File: src/rtl/uart_alu_pkg.sv
// Packet format constants, opcode/state enums and the header legality rule
// shared by the ALU command parser.
package uart_alu_pkg;

    typedef enum logic [7:0] {
        ALU_ECHO = 8'hEC,
        ALU_ADD  = 8'h10,
        ALU_MUL  = 8'h11,
        ALU_DIV  = 8'h12
    } alu_op_e;

    typedef enum logic [2:0] {
        ST_IDLE,
        ST_HDR1,
        ST_LEN_LO,
        ST_LEN_HI,
        ST_PAYLOAD,
        ST_DRAIN
    } parse_state_e;

    localparam logic [15:0] HDR_BYTES     = 16'd4;
    localparam logic [15:0] MIN_LEN_ECHO  = 16'd8;
    localparam logic [15:0] MIN_LEN_ARITH = 16'd12;

    // Length counts the header too, so arithmetic ops need two whole operands.
    function automatic logic header_ok(input logic [7:0] op, input logic [15:0] len);
        logic min_ok;
        case (op)
            ALU_ECHO:                  min_ok = (len >= MIN_LEN_ECHO);
            ALU_ADD, ALU_MUL, ALU_DIV: min_ok = (len >= MIN_LEN_ARITH);
            default:                   min_ok = 1'b0;
        endcase
        return min_ok && (len[1:0] == 2'b00);
    endfunction

endpackage

File: src/rtl/uart_alu_packet_parser_if.sv
// Byte-stream input and operand valid/ready output of the packet parser.
// The master side is the parser; the slave side feeds bytes and accepts words.
interface uart_alu_packet_parser_if;
    logic        rx_valid_i;
    logic [7:0]  rx_data_i;
    logic [7:0]  op_o;
    logic [31:0] operand_o;
    logic        operand_valid_o;
    logic        operand_ready_i;
    logic        first_o;
    logic        last_o;
    logic        err_o;

    modport master (
        input  rx_valid_i, rx_data_i, operand_ready_i,
        output op_o, operand_o, operand_valid_o, first_o, last_o, err_o
    );

    modport slave (
        output rx_valid_i, rx_data_i, operand_ready_i,
        input  op_o, operand_o, operand_valid_o, first_o, last_o, err_o
    );
endinterface

File: src/rtl/uart_alu_packet_parser_byte_word_packer.sv
// Little-endian 4-byte packer: the first three bytes shift into a holding
// register and the fourth byte completes the word combinationally.
module byte_word_packer (
    input  logic        clk_i,
    input  logic        rst_i,
    input  logic        strobe,
    input  logic        clear,
    input  logic [7:0]  data,
    output logic [31:0] word,
    output logic        complete
);
    logic [1:0]  lane;
    logic [23:0] low_bytes;

    // NOTE: sequential state uses non-blocking assignments so every register
    // samples its inputs from before the clock edge, independent of statement order.
    always_ff @(posedge clk_i or posedge rst_i) begin
        if (rst_i) begin
            lane      <= 2'd0;
            low_bytes <= 24'd0;
        end else if (clear) begin
            lane <= 2'd0;
        end else if (strobe) begin
            lane      <= lane + 2'd1;
            low_bytes <= {data, low_bytes[23:8]};
        end
    end

    // The newest byte lands in the top lane, so the word is ready on the 4th strobe.
    assign complete = strobe && (lane == 2'd3);
    assign word     = {data, low_bytes};

endmodule

File: src/rtl/uart_alu_packet_parser.sv
// Parses framed ALU command packets from the UART byte stream and presents the
// payload as 32-bit operands over a single-entry valid/ready holding register.
module uart_alu_packet_parser
    import uart_alu_pkg::*;
(
    input  logic                      clk_i,
    input  logic                      rst_i,
    uart_alu_packet_parser_if.master  bus
);
    parse_state_e state;
    logic [15:0]  remaining;
    logic [7:0]   len_lo;
    logic         first_pending;

    logic [31:0]  packed_word;
    logic         word_done;
    logic         pack_strobe;
    logic         pack_clear;
    logic [15:0]  len_full;
    logic         handshake;
    logic         can_load;

    assign pack_strobe = bus.rx_valid_i && (state == ST_PAYLOAD);
    assign pack_clear  = bus.rx_valid_i && (state == ST_LEN_HI);
    assign len_full    = {bus.rx_data_i, len_lo};
    assign handshake   = bus.operand_valid_o && bus.operand_ready_i;
    // An accept in the same cycle frees the register for the incoming word.
    assign can_load    = !bus.operand_valid_o || bus.operand_ready_i;

    byte_word_packer u_packer (
        .clk_i    (clk_i),
        .rst_i    (rst_i),
        .strobe   (pack_strobe),
        .clear    (pack_clear),
        .data     (bus.rx_data_i),
        .word     (packed_word),
        .complete (word_done)
    );

    always_ff @(posedge clk_i or posedge rst_i) begin
        if (rst_i) begin
            state               <= ST_IDLE;
            remaining           <= 16'd0;
            len_lo              <= 8'd0;
            first_pending       <= 1'b0;
            bus.op_o            <= 8'd0;
            bus.operand_o       <= 32'd0;
            bus.operand_valid_o <= 1'b0;
            bus.first_o         <= 1'b0;
            bus.last_o          <= 1'b0;
            bus.err_o           <= 1'b0;
        end else begin
            bus.err_o <= 1'b0;
            if (handshake)
                bus.operand_valid_o <= 1'b0;

            if (word_done) begin
                if (can_load) begin
                    bus.operand_o       <= packed_word;
                    bus.operand_valid_o <= 1'b1;
                    bus.first_o         <= first_pending;
                    bus.last_o          <= (remaining == 16'd1);
                end else begin
                    bus.err_o <= 1'b1;
                end
                first_pending <= 1'b0;
            end

            if (bus.rx_valid_i) begin
                case (state)
                    ST_IDLE: begin
                        bus.op_o <= bus.rx_data_i;
                        state    <= ST_HDR1;
                    end
                    ST_HDR1:   state <= ST_LEN_LO;
                    ST_LEN_LO: begin
                        len_lo <= bus.rx_data_i;
                        state  <= ST_LEN_HI;
                    end
                    ST_LEN_HI: begin
                        if (header_ok(bus.op_o, len_full)) begin
                            remaining     <= len_full - HDR_BYTES;
                            first_pending <= 1'b1;
                            state         <= ST_PAYLOAD;
                        end else begin
                            bus.err_o <= 1'b1;
                            if (len_full <= HDR_BYTES) begin
                                remaining <= 16'd0;
                                state     <= ST_IDLE;
                            end else begin
                                remaining <= len_full - HDR_BYTES;
                                state     <= ST_DRAIN;
                            end
                        end
                    end
                    ST_PAYLOAD, ST_DRAIN: begin
                        remaining <= remaining - 16'd1;
                        if (remaining == 16'd1)
                            state <= ST_IDLE;
                    end
                    default: state <= ST_IDLE;
                endcase
            end
        end
    end

endmodule

File: src/flat_wrapper.sv
// flat-port wrapper written by rule: the top's interface ports become plain ports
module uart_alu_packet_parser_flat import uart_alu_pkg::*;
  (clk_i, rst_i, bus_rx_valid_i, bus_rx_data_i, bus_operand_ready_i, bus_op_o, bus_operand_o, bus_operand_valid_o, bus_first_o, bus_last_o, bus_err_o);
  uart_alu_packet_parser_if bus_i ();
  input  logic clk_i;
  input  logic rst_i;
  input wire logic [$bits(bus_i.rx_valid_i)-1:0] bus_rx_valid_i;
  input wire logic [$bits(bus_i.rx_data_i)-1:0] bus_rx_data_i;
  input wire logic [$bits(bus_i.operand_ready_i)-1:0] bus_operand_ready_i;
  output wire logic [$bits(bus_i.op_o)-1:0] bus_op_o;
  output wire logic [$bits(bus_i.operand_o)-1:0] bus_operand_o;
  output wire logic [$bits(bus_i.operand_valid_o)-1:0] bus_operand_valid_o;
  output wire logic [$bits(bus_i.first_o)-1:0] bus_first_o;
  output wire logic [$bits(bus_i.last_o)-1:0] bus_last_o;
  output wire logic [$bits(bus_i.err_o)-1:0] bus_err_o;
  assign bus_i.rx_valid_i = bus_rx_valid_i;
  assign bus_i.rx_data_i = bus_rx_data_i;
  assign bus_i.operand_ready_i = bus_operand_ready_i;
  assign bus_op_o = bus_i.op_o;
  assign bus_operand_o = bus_i.operand_o;
  assign bus_operand_valid_o = bus_i.operand_valid_o;
  assign bus_first_o = bus_i.first_o;
  assign bus_last_o = bus_i.last_o;
  assign bus_err_o = bus_i.err_o;
  uart_alu_packet_parser u_core (.clk_i(clk_i), .rst_i(rst_i), .bus(bus_i));
endmodule
File: config.mk
export PLATFORM = sky130hd
export DESIGN_NAME = uart_alu_packet_parser_flat
export DESIGN_NICKNAME = d
export VERILOG_FILES = /design/src/rtl/uart_alu_pkg.sv /design/src/rtl/uart_alu_packet_parser_if.sv /design/src/rtl/uart_alu_packet_parser_byte_word_packer.sv /design/src/rtl/uart_alu_packet_parser.sv /design/src/flat_wrapper.sv
export SDC_FILE = /design/constraint.sdc
export NUM_CORES = 1
export LEC_CHECK = 0
export ABC_AREA = 1
export CAP_MARGIN = 40
export CORE_MARGIN = 10
export CORE_UTILIZATION = 30
export CTS_BUF_LIST = sky130_fd_sc_hd__clkbuf_4
export DETAILED_ROUTE_END_ITERATION = 16
export HOLD_SLACK_MARGIN = 0.02
export PLACE_DENSITY = 0.53
export SYNTH_ARGS = -nofsm -noshare
export SYNTH_HDL_FRONTEND = slang
export SYNTH_SLANG_ARGS = --single-unit
File: constraint.sdc
create_clock -name clk_i -period 3.8 [get_ports clk_i]
set_input_delay 0.38 -clock clk_i [delete_from_list [all_inputs] [get_ports clk_i]]
set_output_delay 0.38 -clock clk_i [all_outputs]
set_load 0.02 [all_outputs]
==> summary.txt, run 1 <==
STA
  – RSZ-0062 raised after global routing: no
  – Hold slack: 0.3131 ns
  – Worst Max-Slew Pin Slew: 0.6416 ns
  – Final Skew: 0.01448 ns
  – Setup_tns: 0 ns
  – Final Max Slew Viols: 0
  – Endpoints failing setup: 0
  – Hold Fails Final Rpt: 0
  – Relative slew slack: 0.5723
  – Tcrit/Tclk final: 0.6872
  – Max Freq: 0.3829 GHz
  – Period minus WS final: 2.611 ns

Routing
  – Via density: 4.521
  – First drt pass iteration count: 4
  – Number of DRC markers in iteration 0: 250
  – DRT met1 WL: 5609 um
  – Antenna Nets Post-Route: 0
  – Remaining DRCs: 0
  – Met3 WL post-DR: 768 um
  – Drt wl/cell: 13.63 um
  – Via count: approximately 3.9k
  – Met2 Wirelength: 5215 um
  – Uppermost layer routed: met4
  – Routed WL: 11,820 um

Floorplan
  – Core Region: 15,370 um2
  – Die span in x: 145.7 um
  – I/O Pins: 56
  – Initial Utilization: 0.3085
  – Rows: 45
  – Die area: 21,240 um2
  – Die H: 145.7 um

Setup path
  – Critical path class: register to register
  – Critical path capture point type: register
  – Start point of the critical path: u_core.state[1]$_DFFE_PP0P_
  – CP peak stage delay: 0.46 ns
  – CP Launch Type: register
  – Data arrival, critical path: 2.97 ns
  – CP Cell Sequence: nor2_2 > buf_4 > inv_2 > nor3_4 > buf_4 > nand2_2 > inv_2 > nand2_4 > mux2_1
  – Worst Path Max Fanout: 64
  – Reg2reg start: u_core.state[1]$_DFFE_PP0P_
  – Worst endpoint required time: 4.16 ns
  – Crit-path slowest cell: mux2_1

CTS
  – CTS sink cnt: 98
  – Cts repair resizes: 0
  – CTS Buf Count: 9
  – Max Root-Sink Buffers: 2
  – Clock Tree Root: clkbuf_4
  – CTS hold repair buffers: 0
  – # H-tree levels: 3
  – TritonCTS clock tree: built
  – Clk slew on worst S/H paths: 0.16 ns
  – Setup Fix Bufs, Post-CTS: 0
  – Clock Latency Late Sink: 0.47 ns

Logic synthesis
  – Post-synthesis cell type count: 26
  – Sequential area share after synthesis: 0.5172
  – Synth area leaders: dfrtp_1, nand2_1, nor2_1
  – Top-area cell type share of the netlist area: 0.5172
  – #FFs+latches synth: 98
  – Ys async rst share: 1.000
  – Cell Area, Synth: approximately 4700 um2
  – Top cells by count, synth: nand2_1, dfrtp_1, nor2_1
  – Most common cell in the netlist: nand2_1
  – Post-synth EDFFs: 0
  – Leading area contributor after synthesis: dfrtp_1
  – Cells after Synth: 600
  – Syn nets: 619
  – YS warnings: 0
  – Post-Syn Area per Cell: 7.903 um2
  – Post-synth top flop: dfrtp_1

Cells and area
  – Fraction of layout cells with a size suffix above 1: 0.04275
  – Area Growth Syn to Fin: 18.94%
  – # fillers: between 1.5k and 2k
  – Layout Nets: 671
  – Final core occ: 0.3670

Global routing
  – GRT Total Usage: 0.1138
  – Largest net degree at the start of global routing: 65
  – First-pass GRT wire length: 19,940 um
  – Initial antenna violation count: 1
  – Vias in the first global route: approximately 3.9k
  – Grt ovf: 0

Hold path
  – HP Class: input port to asynchronous set/reset pin

Power
  – P_leak: 2.666 nW
  – Cell Pwr Density: roughly 640 nW/um2
  – VDD IR max: 276.8 uV

Run status
  – Status: finished clean

Placement
  – Port buffer count: 55
  – Detailed Place HPWL: ~8600 um
  – Global placer's final weighted congestion: 0.8752

Flow run
  – Max-cap violation count: 0
## critical path, delay by kind of cell (launching register included)
| family | cells | cell delay, ns |
|---|---|---|
| buf+inv | 4 | 0.89 |
| simple gates | 4 | 0.68 |
| mux | 1 | 0.46 |
| flops | 1 | 0.45 |
## layout make-up
| cell class | instances | area, um2 | area share |
|---|---|---|---|
| multi-input combinational | 408 | 1924 | 0.3412 |
| inverter | 75 | 284.0 | 0.05035 |
| tap | 211 | 264.0 | 0.04681 |
| antenna | 1 | 2.502 | 0.0004437 |
| sequential | 98 | 2452 | 0.4348 |
| clock buffer | 9 | 67.56 | 0.01198 |
| clock inverter | 5 | 57.56 | 0.01020 |
| timing repair buffer | 60 | 588.1 | 0.1043 |
## stage by stage
step / instances / power, mW / cell area (um2) / setup WS [ns]
3_5_place_dp: 852 / 3.080 / 5513 / 1.076
2_1_floorplan: 600 / 2.611 / 4742 / 0.8579
6_report: 867 / 3.593 / 5640 / 1.189
5_1_grt: 867 / 3.922 / 5640 / 0.8702
4_1_cts: 866 / 3.640 / 5638 / 1.125
3_3_place_gp: 852 / 3.053 / 5513 / 1.153
## cells by family after synthesis
family                   share of synthesized area
AO/OA/AOI/OAI                               0.1185
XOR/XNOR                                   0.03509
adder cells (fa/ha/maj)                    0.01847
buffers and inverters                      0.07704
flip-flops                                  0.5171
multiplexers                              0.009498
AND/OR/NAND/NOR                             0.2243
## state kept, by name (all words and copies together) (netlist names)
register and flops:
u_core.first_pending 1, u_core.u_packer.low_bytes 24, u_core.remaining 16, u_core.state 3, u_core.bus.last_o 1, u_core.bus.operand_o 32
u_core.bus.err_o 1, u_core.bus.op_o 8, u_core.bus.operand_valid_o 1, u_core.u_packer.lane 2, u_core.bus.first_o 1, u_core.len_lo 8
## where the power goes
group          leakage, nW  switching, mW  internal [mW]
registers             1.24          0.296           1.39
clock network       0.0615          0.352          0.193
logic                 1.36          0.830          0.533
## final timing paths
kind,endpoint,slack [ns],cells after the start
max,u_core.bus.operand_o[0]$_DFFE_PP0P_,1.19,9
min,u_core.bus.operand_o[20]$_DFFE_PP0P_,0.31,2
max reg2reg,u_core.bus.operand_o[0]$_DFFE_PP0P_,1.19,9
min reg2reg,u_core.u_packer.low_bytes[1]$_DFFE_PP0P_,0.50,2
max in group asynchronous,u_core.len_lo[4]$_DFFE_PP0P_,2.69,3
min in group clk_i,u_core.u_packer.low_bytes[1]$_DFFE_PP0P_,0.50,2
## routing by layer
| metal | up-vias | track usage |
|---|---|---|
| met4 | 0 | 0.05308 |
| met5 | - | 0 |
| met3 | 14 | 0.03074 |
| met2 | 88 | 0.1715 |
| met1 | 1844 | 0.1483 |
| li1 | 1974 | - |
## cell usage in the layout (no fill, tap or decap), types with 4 or more instances in the layout
cell and n:
nand3_1 11, ha_1 7, mux2_1 4, buf_4 5, xnor2_1 8, clkdlybuf4s50_1 55, clkbuf_4 9, nor2_1 83
inv_1 71, o21ai_0 51, dfrtp_1 98, nand2_1 159, xor2_1 11, a21oi_1 26, o21ai_1 31
No activity file was read; power rests on OpenSTA's default activity.
==> run 2, diff against run 1 <==
clock period = 2.7 ns   (was 3.8 ns; I/O delays follow)
==> run 2 against run 1 <==
  * Via count shrank 2.3%
  * Clock skew grew 0.0067 ns
  * Core utilization grew 0.24 points
  * Final cell count grew 0.35%
  * Hold slack lost 0.034 ns
  * Register-to-register slack lost 0.63 ns
  * Wire length shrank 0.14%
  * Highest routed layer unchanged
==> summary.txt, run 2 (same netlist as run 1, synthesis figures left out) <==
STA
  – Relative slew slack: 0.6273 (was 0.5723)
  – Setup_tns: 0 ns (unchanged)
  – Hold Fails Final Rpt: 0 (unchanged)
  – Final Skew: 0.02117 ns (was 0.01448 ns)
  – Max Freq: 0.4662 GHz (was 0.3829 GHz)
  – Final Max Slew Viols: 0 (unchanged)
  – Endpoints failing setup: 0 (unchanged)
  – Tcrit/Tclk final: 0.7944 (was 0.6872)
  – Worst Max-Slew Pin Slew: 0.5574 ns (was 0.6416 ns)
  – Hold slack: 0.2787 ns (was 0.3131 ns)
  – Period minus WS final: 2.145 ns (was 2.611 ns)
  – RSZ-0062 raised after global routing: no (unchanged)

CTS
  – CTS Buf Count: 9 (unchanged)
  – Setup Fix Bufs, Post-CTS: 0 (unchanged)
  – Clock Latency Late Sink: 0.44 ns (was 0.47 ns)
  – Clock Tree Root: clkbuf_4 (unchanged)
  – CTS sink cnt: 98 (unchanged)
  – # H-tree levels: 3 (unchanged)
  – CTS hold repair buffers: 0 (unchanged)
  – Cts repair resizes: 0 (unchanged)
  – TritonCTS clock tree: built (unchanged)
  – Max Root-Sink Buffers: 2 (unchanged)
  – Clk slew on worst S/H paths: 0.16 ns (about the same)

Power
  – VDD IR max: 358.9 uV (was 276.8 uV)
  – P_leak: 2.687 nW (was 2.666 nW)
  – Cell Pwr Density: 898.0 nW/um2 (was 637.0 nW/um2)

Routing
  – Number of DRC markers in iteration 0: 253 (was 250)
  – Antenna Nets Post-Route: 0 (unchanged)
  – Routed WL: 11,800 um (was 11,820 um)
  – Via count: 3,828 (was 3,920)
  – First drt pass iteration count: 4 (unchanged)
  – Drt wl/cell: 13.56 um (was 13.63 um)
  – Via density: 4.400 (was 4.521)
  – Remaining DRCs: 0 (unchanged)

Cells and area
  – Area Growth Syn to Fin: 19.74% (was 18.94%)
  – Max reg flops: 32 (unchanged)
  – # fillers: 1,618 (was 1,591)
  – Most frequent cells in the layout: nand2_1, dfrtp_1, nor2_1 (unchanged)
  – Layout Nets: 672 (was 671)
  – Area of the multi-input gates: 1924 um2 (unchanged)
  – Largest register by flop count: u_core.bus.operand_o (unchanged)
  – Fraction of layout cells with a size suffix above 1: 0.04863 (was 0.04275)
  – Top Registers: u_core.bus.operand_o: 32 flops, u_core.u_packer.low_bytes: 24 flops, u_core.remaining: 16 flops (unchanged)
  – Final core occ: 0.3694 (was 0.3670)
  – Reg area: 2452 um2 (unchanged)
  – Commonest non-fill, non-tap cell in the layout: nand2_1 (unchanged)

Floorplan
  – Die span in x: 145.7 um (unchanged)
  – Core Region: 15,370 um2 (unchanged)
  – Initial Utilization: 0.3085 (unchanged)
  – Rows: 45 (unchanged)
  – Die area: 21,240 um2 (unchanged)
  – Die H: 145.7 um (unchanged)
  – I/O Pins: 56 (unchanged)

Setup path
  – Crit-path slowest cell: dfrtp_1 (was mux2_1)
  – Cell mode on critical path: nand2_1
  – Critical path capture point type: register (unchanged)
  – Top delay family on crit path: simple AND/OR/NAND/NOR gates (was buffers and inverters)
  – CP peak stage delay: 0.48 ns (was 0.46 ns)
  – Data arrival, critical path: 2.47 ns (was 2.97 ns)
  – Worst endpoint required time: 3.03 ns (was 4.16 ns)
  – Worst Path Max Fanout: 15 (was 64)
  – Critical path class: register to register (unchanged)
  – CP Cell Sequence: inv_1 > ha_1 > or2_2 > nand3_1 > nand2_1 > inv_1 > nand2_1 > nand2_1 > nand2_1 > nand2_1 > a21oi_1 (was nor2_2 > buf_4 > inv_2 > nor3_4 > buf_4 > nand2_2 > inv_2 > nand2_4 > mux2_1)
  – CP Launch Type: register (unchanged)
  – Worst Path Buf+Inv: 2 (was 4)

Global routing
  – Initial antenna violation count: 1 (unchanged)
  – Largest net degree at the start of global routing: 99 (was 65)
  – First-pass GRT wire length: 20,030 um (was 19,940 um)
  – Grt ovf: 0 (unchanged)
  – GRT Total Usage: 0.1133 (was 0.1138)
  – Vias in the first global route: 3,891 (was 3,924)

Flow run
  – Max-cap violation count: 0 (unchanged)

Placement
  – Port buffer count: 55 (unchanged)
  – Global placer's final weighted congestion: 0.8785 (was 0.8752)
  – Detailed Place HPWL: 8748 um (was 8571 um)

Run status
  – Status: finished clean (unchanged)

Hold path
  – HP Class: input port to asynchronous set/reset pin (unchanged)
==> run 2: changes by cell type in the layout (fill, tap and decap cells not counted), sizes merged <==
cell	before	now
buf	5	6
inv	75	77
==> run 2: final cells by class <==
| class | instances | share of cell area |
|---|---|---|
| Sequential cell | 98 | 0.4319 |
| Multi-Input combinational cell | 408 | 0.3389 |
| Timing Repair Buffer | 61 | 0.1071 |
| Inverter | 75 | 0.05024 |
| Tap cell | 211 | 0.04650 |
| Clock inverter | 7 | 0.01300 |
| Clock buffer | 9 | 0.01190 |
| Antenna cell | 1 | 0.0004407 |
==> run 2: final timing paths <==
| check | endpoint | cells past startpoint | slack (ns) | from |
|---|---|---|---|---|
| max | u_core.remaining[15]$_DFFE_PP0P_ | 11 | 0.56 | u_core.len_lo[2]$_DFFE_PP0P_ |
| min | u_core.bus.operand_o[1]$_DFFE_PP0P_ | 3 | 0.28 | rst_i |
| min reg2reg | u_core.u_packer.low_bytes[6]$_DFFE_PP0P_ | 2 | 0.50 | u_core.u_packer.low_bytes[14]$_DFFE_PP0P_ |
| max in group asynchronous | u_core.len_lo[3]$_DFFE_PP0P_ | 3 | 2.00 | rst_i |
| max reg2reg | u_core.remaining[15]$_DFFE_PP0P_ | 11 | 0.56 | u_core.len_lo[2]$_DFFE_PP0P_ |
| min in group clk_i | u_core.u_packer.low_bytes[6]$_DFFE_PP0P_ | 2 | 0.50 | u_core.u_packer.low_bytes[14]$_DFFE_PP0P_ |
==> run 2: per-layer routing <==
layer  track usage  up-vias  routed length [um]
met1        0.1464     1777                5586
met4       0.04196        0                 138
met3       0.03477        6                 664
met5             0        -                   0
met2        0.1740       57                5410
li1              -     1988                   -
==> run 2: where the power goes <==
part	leakage [nW]	switching, mW	internal, mW	total [mW]
logic	1.37	1.16	0.761	1.92
clock network	0.0771	0.506	0.290	0.796
registers	1.24	0.423	1.96	2.38
==> run 2: through the flow <==
step / cells / cell area [um2] / worst slack, ns / total power [mW]
final: 870 / 5678 / 0.5552 / 5.099
after floorplan: 600 / 4746 / 0.9928 / 3.675
after global routing: 870 / 5678 / 0.3186 / 5.583
after global placement: 853 / 5534 / 0.5296 / 4.309
after detailed placement: 853 / 5534 / 0.4425 / 4.351
after CTS: 869 / 5675 / 0.5458 / 5.169
==> run 2: worst register-to-register path, stage by stage (launching register included) <==
cell     delay (ns)
dfrtp_1        0.48
inv_1          0.11
ha_1           0.20
or2_2          0.27
nand3_1        0.09
nand2_1        0.05
inv_1          0.07
nand2_1        0.06
nand2_1        0.13
nand2_1        0.30
nand2_1        0.19
a21oi_1        0.07
==> run 3, diff against run 2 <==
PLACE_DENSITY = 0.55   (was 0.53)
clock period = 1.85 ns   (was 2.7 ns; I/O delays follow)
==> run 3 against run 2 <==
  * First-iteration DRC count decreased by 1.2%
  * Global-route usage grew 0.32 points
  * Die area unchanged
  * Maximum frequency rose by 21%
  * Sequential share of layout area shrank 1.9 points
  * Clock power rose by 49%
==> summary.txt, run 3 (same netlist as run 1, synthesis figures left out) <==
Cells and area
  – Commonest non-fill, non-tap cell in the layout: nand2_1 (unchanged)
  – Layout Nets: 696 (was 672)
  – Reg area: 2454 um2 (was 2452 um2)
  – Max reg flops: 32 (unchanged)
  – Largest register by flop count: u_core.bus.operand_o (unchanged)
  – Area Growth Syn to Fin: 25.30% (was 19.74%)
  – Most frequent cells in the layout: nand2_1, dfrtp_1, nor2_1 (unchanged)
  – Fraction of layout cells with a size suffix above 1: 0.09531 (was 0.04863)
  – # fillers: 1,583 (was 1,618)
  – Top Registers: u_core.bus.operand_o: 32 flops, u_core.u_packer.low_bytes: 24 flops, u_core.remaining: 16 flops (unchanged)
  – Area of the multi-input gates: 1952 um2 (was 1924 um2)

CTS
  – CTS Buf Count: 9 (unchanged)
  – Clock Tree Root: clkbuf_4 (unchanged)
  – Clock Latency Late Sink: 0.47 ns (was 0.44 ns)
  – CTS hold repair buffers: 0 (unchanged)
  – Max Root-Sink Buffers: 2 (unchanged)
  – TritonCTS clock tree: built (unchanged)
  – Clk slew on worst S/H paths: 0.16 ns (about the same)
  – # H-tree levels: 3 (unchanged)
  – CTS sink cnt: 98 (unchanged)

Power
  – VDD IR max: 786.4 uV (was 358.9 uV)
  – P_leak: 2.824 nW (was 2.687 nW)
  – Cell Pwr Density: 1285 nW/um2 (was 898.0 nW/um2)

Setup path
  – CP peak stage delay: 0.47 ns (was 0.48 ns)
  – Critical path capture point type: register (unchanged)
  – Start point of the critical path: u_core.len_lo[3]$_DFFE_PP0P_ (was u_core.len_lo[2]$_DFFE_PP0P_)
  – Cell mode on critical path: nand2_1 (unchanged)
  – Reg2reg end: u_core.state[0]$_DFFE_PP0P_ (was u_core.remaining[15]$_DFFE_PP0P_)
  – Worst Path Max Fanout: 6 (was 15)
  – Worst endpoint required time: 2.27 ns (was 3.03 ns)
  – CP Cell Sequence: ha_1 > or2_2 > nand3_1 > nand2_1 > inv_1 > nand2_2 > nand2_2 > buf_4 > buf_4 > nand3_1 > nand2_1 > nand2_1 > nand2_1 (was inv_1 > ha_1 > or2_2 > nand3_1 > nand2_1 > inv_1 > nand2_1 > nand2_1 > nand2_1 > nand2_1 > a21oi_1)
  – R2R setup slack: 0.08 ns (was 0.56 ns)
  – Crit-path slowest cell: dfrtp_2 (was dfrtp_1)
  – CP Launch Type: register (unchanged)
  – Reg2reg start: u_core.len_lo[3]$_DFFE_PP0P_ (was u_core.len_lo[2]$_DFFE_PP0P_)
  – Critical path class: register to register (unchanged)
  – Worst R2R Path Depth: 13 (was 11)
  – Critical Path End: u_core.state[0]$_DFFE_PP0P_ (was u_core.remaining[15]$_DFFE_PP0P_)
  – Data arrival, critical path: 2.18 ns (was 2.47 ns)

STA
  – Endpoints failing setup: 0 (unchanged)
  – RSZ-0062 raised after global routing: yes (was no)
  – Hold slack: 0.04029 ns (was 0.2787 ns)
  – Tcrit/Tclk final: 0.9548 (was 0.7944)
  – Final Max Slew Viols: 0 (unchanged)
  – Period minus WS final: 1.766 ns (was 2.145 ns)
  – Setup_tns: 0 ns (unchanged)
  – Final Skew: 0.007391 ns (was 0.02117 ns)
  – Hold Fails Final Rpt: 0 (unchanged)
  – Worst Max-Slew Pin Slew: 0.4031 ns (was 0.5574 ns)
  – Relative slew slack: 0.7307 (was 0.6273)
  – Max Freq: 0.5661 GHz (was 0.4662 GHz)

Routing
  – Via density: 4.469 (was 4.400)
  – Number of DRC markers in iteration 0: 250 (was 253)
  – First drt pass iteration count: 5 (was 4)
  – Uppermost layer routed: met4 (unchanged)
  – Drt wl/cell: 13.55 um (was 13.56 um)
  – Via count: 3,995 (was 3,828)
  – DRT met1 WL: 5775 um (was 5586 um)
  – Antenna Nets Post-Route: 0 (unchanged)
  – Met3 WL post-DR: 745 um (was 664 um)
  – Remaining DRCs: 0 (unchanged)
  – Routed WL: 12,120 um (was 11,800 um)
  – Met2 Wirelength: 5469 um (was 5410 um)

Flow run
  – Max-cap violation count: 0 (unchanged)

Global routing
  – GRT Total Usage: 0.1165 (was 0.1133)
  – Initial antenna violation count: 1 (unchanged)
  – Vias in the first global route: 3,992 (was 3,891)
  – Largest net degree at the start of global routing: 61 (was 99)
  – Grt ovf: 0 (unchanged)
  – First-pass GRT wire length: 20,490 um (was 20,030 um)

Placement
  – Port buffer count: 55 (unchanged)
  – Global placer's final weighted congestion: 0.8659 (was 0.8785)
  – Detailed Place HPWL: 8922 um (was 8748 um)

Floorplan
  – I/O Pins: 56 (unchanged)
  – Die H: 145.7 um (unchanged)
  – Rows: 45 (unchanged)
  – Die area: 21,240 um2 (unchanged)
  – Initial Utilization: 0.3085 (unchanged)
  – Core Region: 15,370 um2 (unchanged)
  – Die span in x: 145.7 um (unchanged)

Hold path
  – HP Class: input port to asynchronous set/reset pin (unchanged)

Run status
  – Status: finished clean (unchanged)
[run 3: how the worst min path moves through the flow]
stage                                               from                                        end  slack (ns)  cells past startpoint
4_1_cts                                            rst_i       u_core.bus.operand_o[16]$_DFFE_PP0P_        0.02                      2
5_1_grt                                            rst_i        u_core.bus.operand_o[3]$_DFFE_PP0P_        0.04                      2
6_report                                           rst_i        u_core.bus.operand_o[3]$_DFFE_PP0P_        0.04                      2
3_5_place_dp   u_core.u_packer.low_bytes[15]$_DFFE_PP0P_   u_core.u_packer.low_bytes[7]$_DFFE_PP0P_        0.47                      2
3_3_place_gp    u_core.u_packer.low_bytes[2]$_DFFE_PP0P_   u_core.u_packer.low_bytes[2]$_DFFE_PP0P_        0.47                      2
2_1_floorplan                           bus_rx_data_i[0]  u_core.u_packer.low_bytes[16]$_DFFE_PP0P_        0.31                      2
[run 3: critical path: cells and delay by family, from the launching register on]
kind | cells | cell delay [ns]
fa+ha+maj | 1 | 0.19
buf+inv | 3 | 0.27
flops | 1 | 0.47
simple gates | 9 | 0.78
[run 3: cell type report]
class | instances | area share
Clock buffer | 10 | 0.01263
Antenna cell | 1 | 0.0004211
Inverter | 75 | 0.04801
Timing Repair Buffer | 85 | 0.1423
Sequential cell | 98 | 0.4129
Multi-Input combinational cell | 408 | 0.3285
Tap cell | 211 | 0.04443
Clock inverter | 6 | 0.01074
[run 3: timing repair]
| item | in CTS | in global routing |
|---|---|---|
| setup buffers | 0 | 3 |
| setup endpoints to repair | 3 | 25 |
| pin swaps | 0 | 1 |
| resized for setup | 2 | 10 |
[run 3: metal layers]
metal	up-vias	track usage
li1	2039	-
met1	1873	0.1515
met2	71	0.1806
met3	12	0.03043
met4	0	0.04550
met5	-	0
[run 3: power breakdown]
part           switching [mW]  leakage [nW]  internal [mW]  total, mW
Clock                   0.759        0.0748          0.431       1.19
Combinational            1.75          1.51           1.22       2.98
Sequential              0.616          1.24           2.86       3.47
[run 3: through the flow]
| stage | cell area, um2 | worst slack (ns) | instances | util | power [mW] |
|---|---|---|---|---|---|
| finish | 5942 | 0.08366 | 894 | 0.3866 | 7.637 |
| global route | 5942 | -0.01736 | 894 | 0.3866 | 8.349 |
| CTS | 5886 | 0.01417 | 890 | 0.3829 | 7.668 |
| detailed placement | 5742 | -0.1792 | 874 | 0.3735 | 6.446 |
| global placement | 5742 | -0.1771 | 874 | 0.3735 | 6.377 |
| floorplan | 4746 | 0.1428 | 600 | - | 5.364 |
==> RTL change (settings of run 3) <==
The 6 states of `parse_state_e` get a Gray code encoding in 3 bits.
--- a/src/rtl/uart_alu_pkg.sv
+++ b/src/rtl/uart_alu_pkg.sv
@@ -11,10 +11,10 @@
 
     typedef enum logic [2:0] {
-        ST_IDLE,
-        ST_HDR1,
-        ST_LEN_LO,
-        ST_LEN_HI,
-        ST_PAYLOAD,
-        ST_DRAIN
+        ST_IDLE    = 3'b000,
+        ST_HDR1    = 3'b001,
+        ST_LEN_LO  = 3'b011,
+        ST_LEN_HI  = 3'b010,
+        ST_PAYLOAD = 3'b110,
+        ST_DRAIN   = 3'b111
     } parse_state_e;
 
Check against the original RTL: same outputs for any inputs over 10 cycles, from zero or initial values and one cycle with rst_i high; not proved beyond that.
==> RTL change against run 3 <==
Core utilization fell by 1.1 points; final area fell by 0.63%; wire length rose by 1.4%; power rose by 2.5%; first-iteration DRC count rose by 49%; setup slack improved by 0.043 ns; sequential cell count did not move; area after synthesis rose by 0.69%; critical endpoint is now bus_op_o[6]; highest routed layer unchanged.
==> RTL change: results (changes against run 3) <==
----------------------------------------------------
[STA]
  Slew @ Worst Pin ... 0.435 ns (+0.0324 ns)
  Fmax ... 0.580 GHz (+2.5%)
  Worst clock skew ... 0.0201 ns (+0.0127 ns)
  Final worst hold slack ... 0.354 ns (+0.314 ns)

[Drt]
  1st-iter DRT viols ... 373 (+49%)
  Via-per-instance ratio ... 4.53 (+1.4%)
  DR WL/cell ... 13.5 µm (-0.75%)

[Global routing]
  Via count of the first global-routing pass ... 4,030 (+0.95%)
  Global-route wire length before repair ... 20.4 mm (-0.24%)
  Pin count of the biggest net entering global routing ... 65 (+6.6%)
  Gr usage total ... 11.6% (-0.028 points)

[Cells and area]
  Buffer count excluding the clock tree in the final layout ... 84 (-1.2%)
  Filler cell count in the final layout ... 1,604 (+1.3%)
  Multi-input combinational area share ... 32.7% (-0.15 points)
  Final Non-Filler Cells ... 913 (+2.1%)
  Area added between synthesis and finish ... 23.7%
  Area fraction of clock buffers and clock inverters ... 2.37% (+0.036 points)
  Total area of sequential cells ... 0.00245 mm² (about the same)
  Count of multi-input combinational gates ... 419 (+2.7%)
  Total number of nets in the final design ... 710 (+2.0%)
  Share of final-layout standard cells stronger than drive strength 1 ... 8.33% (-1.2 points)
  Data-path buffer share of cell area in the final layout ... 13.7% (-0.55 points)

[Synthesis]
  Fraction of the mapped netlist area in compound gates ... 13.5% (+1.6 points)
  Synthesized-area fraction occupied by xor and xnor cells ... 0.917% (-2.6 points)
  Distinct cell type count after synthesis ... 30 (+15%)
  Syn Nets ... 635 (+2.6%)
  Sequential fraction of the synthesis area ... 51.4% (-0.35 points)
  Share of synthesized area spent on multiplexers ... 0.314% (-0.64 points)
  Top area cells in the synthesized netlist ... dfrtp_1 51%, nand2_1 13%, nor2_1 6.0%

[Critical path]
  Reg-to-reg critical path startpoint ... u_core.len_lo[2]
  Worst flop-to-flop path endpoint ... u_core.state[1]
  Critical Path Slowest Stage Cell ... clkdlybuf4s50_1
  Worst path arrival time ... 1.54 ns (-0.64 ns)
  Timing startpoint of the critical path ... u_core.bus.op_o[6]
  Worst path max stage delay ... 0.64 ns (+0.17 ns)
  Delay-heaviest family, CP ... buffers and inverters
  Maximum fanout along the worst path ... 4 (-2)
  Endpoint of the worst setup timing path ... bus_op_o[6]
  FF-to-FF path depth ... 11 (-2)

[Power]
  Worst IR Drop VDD ... 0.000535 V (-32%)
  Internal Dissipation ... 4600 µW (+2.1%)
  Leakage power of the design ... 0.00283 µW (+0.38%)

[Placed design]
  Weighted congestion at the end of routability-driven global placement ... 0.896 (+3.5%)
  Placed cell area ... 0.00574 mm² (about the same)
  Post-Place Cells ... 895 (+2.4%)
  Detailed-placement wirelength estimate ... 9.13 mm (+2.4%)
  Setup WS pre-CTS ... -0.0688 ns (+0.110 ns)

[Die]
  Core footprint ... 0.0157 mm² (+2.2%)

[Hold path]
  Type of the worst min-delay path ... input port to flip-flop

[Outcome]
  Run status ... finished clean

----------------------------------------------------
## RTL change: cell count changes after synthesis, moves of 6 or more
cell            run 3  this run
buf_2              10         4
xor2_1             11         2
nand3_1            11        20
a21oi_1            26        40
nand2_1           159       165
nor2_1             83        76
## RTL change: repair_timing
item                                    in CTS  in global routing
endpoints found under the setup margin       0                 15
hold endpoints to repair                     6                  0
hold buffers                                 1                  0
gates resized for setup                      0                  2
## RTL change: power groups by stage
| stage | logic, µW | clock network [µW] | registers (µW) |
|---|---|---|---|
| 2_1_floorplan | 1890 | 0 | 3640 |
| 3_3_place_gp | 3100 | 0 | 3550 |
| 3_5_place_dp | 3150 | 0 | 3570 |
| 4_1_cts | 3160 | 1210 | 3530 |
| 5_1_grt | 3580 | 1290 | 3650 |
| 6_report | 3130 | 1170 | 3530 |
## RTL change: routing by layer
layer	share of wire, %	global-route usage [%]	up-vias
met5	0	0	-
met4	2.8	6.11	0
met3	5.3	2.66	28
met2	44	17.4	116
met1	47	15.3	1901
li1	-	-	2094
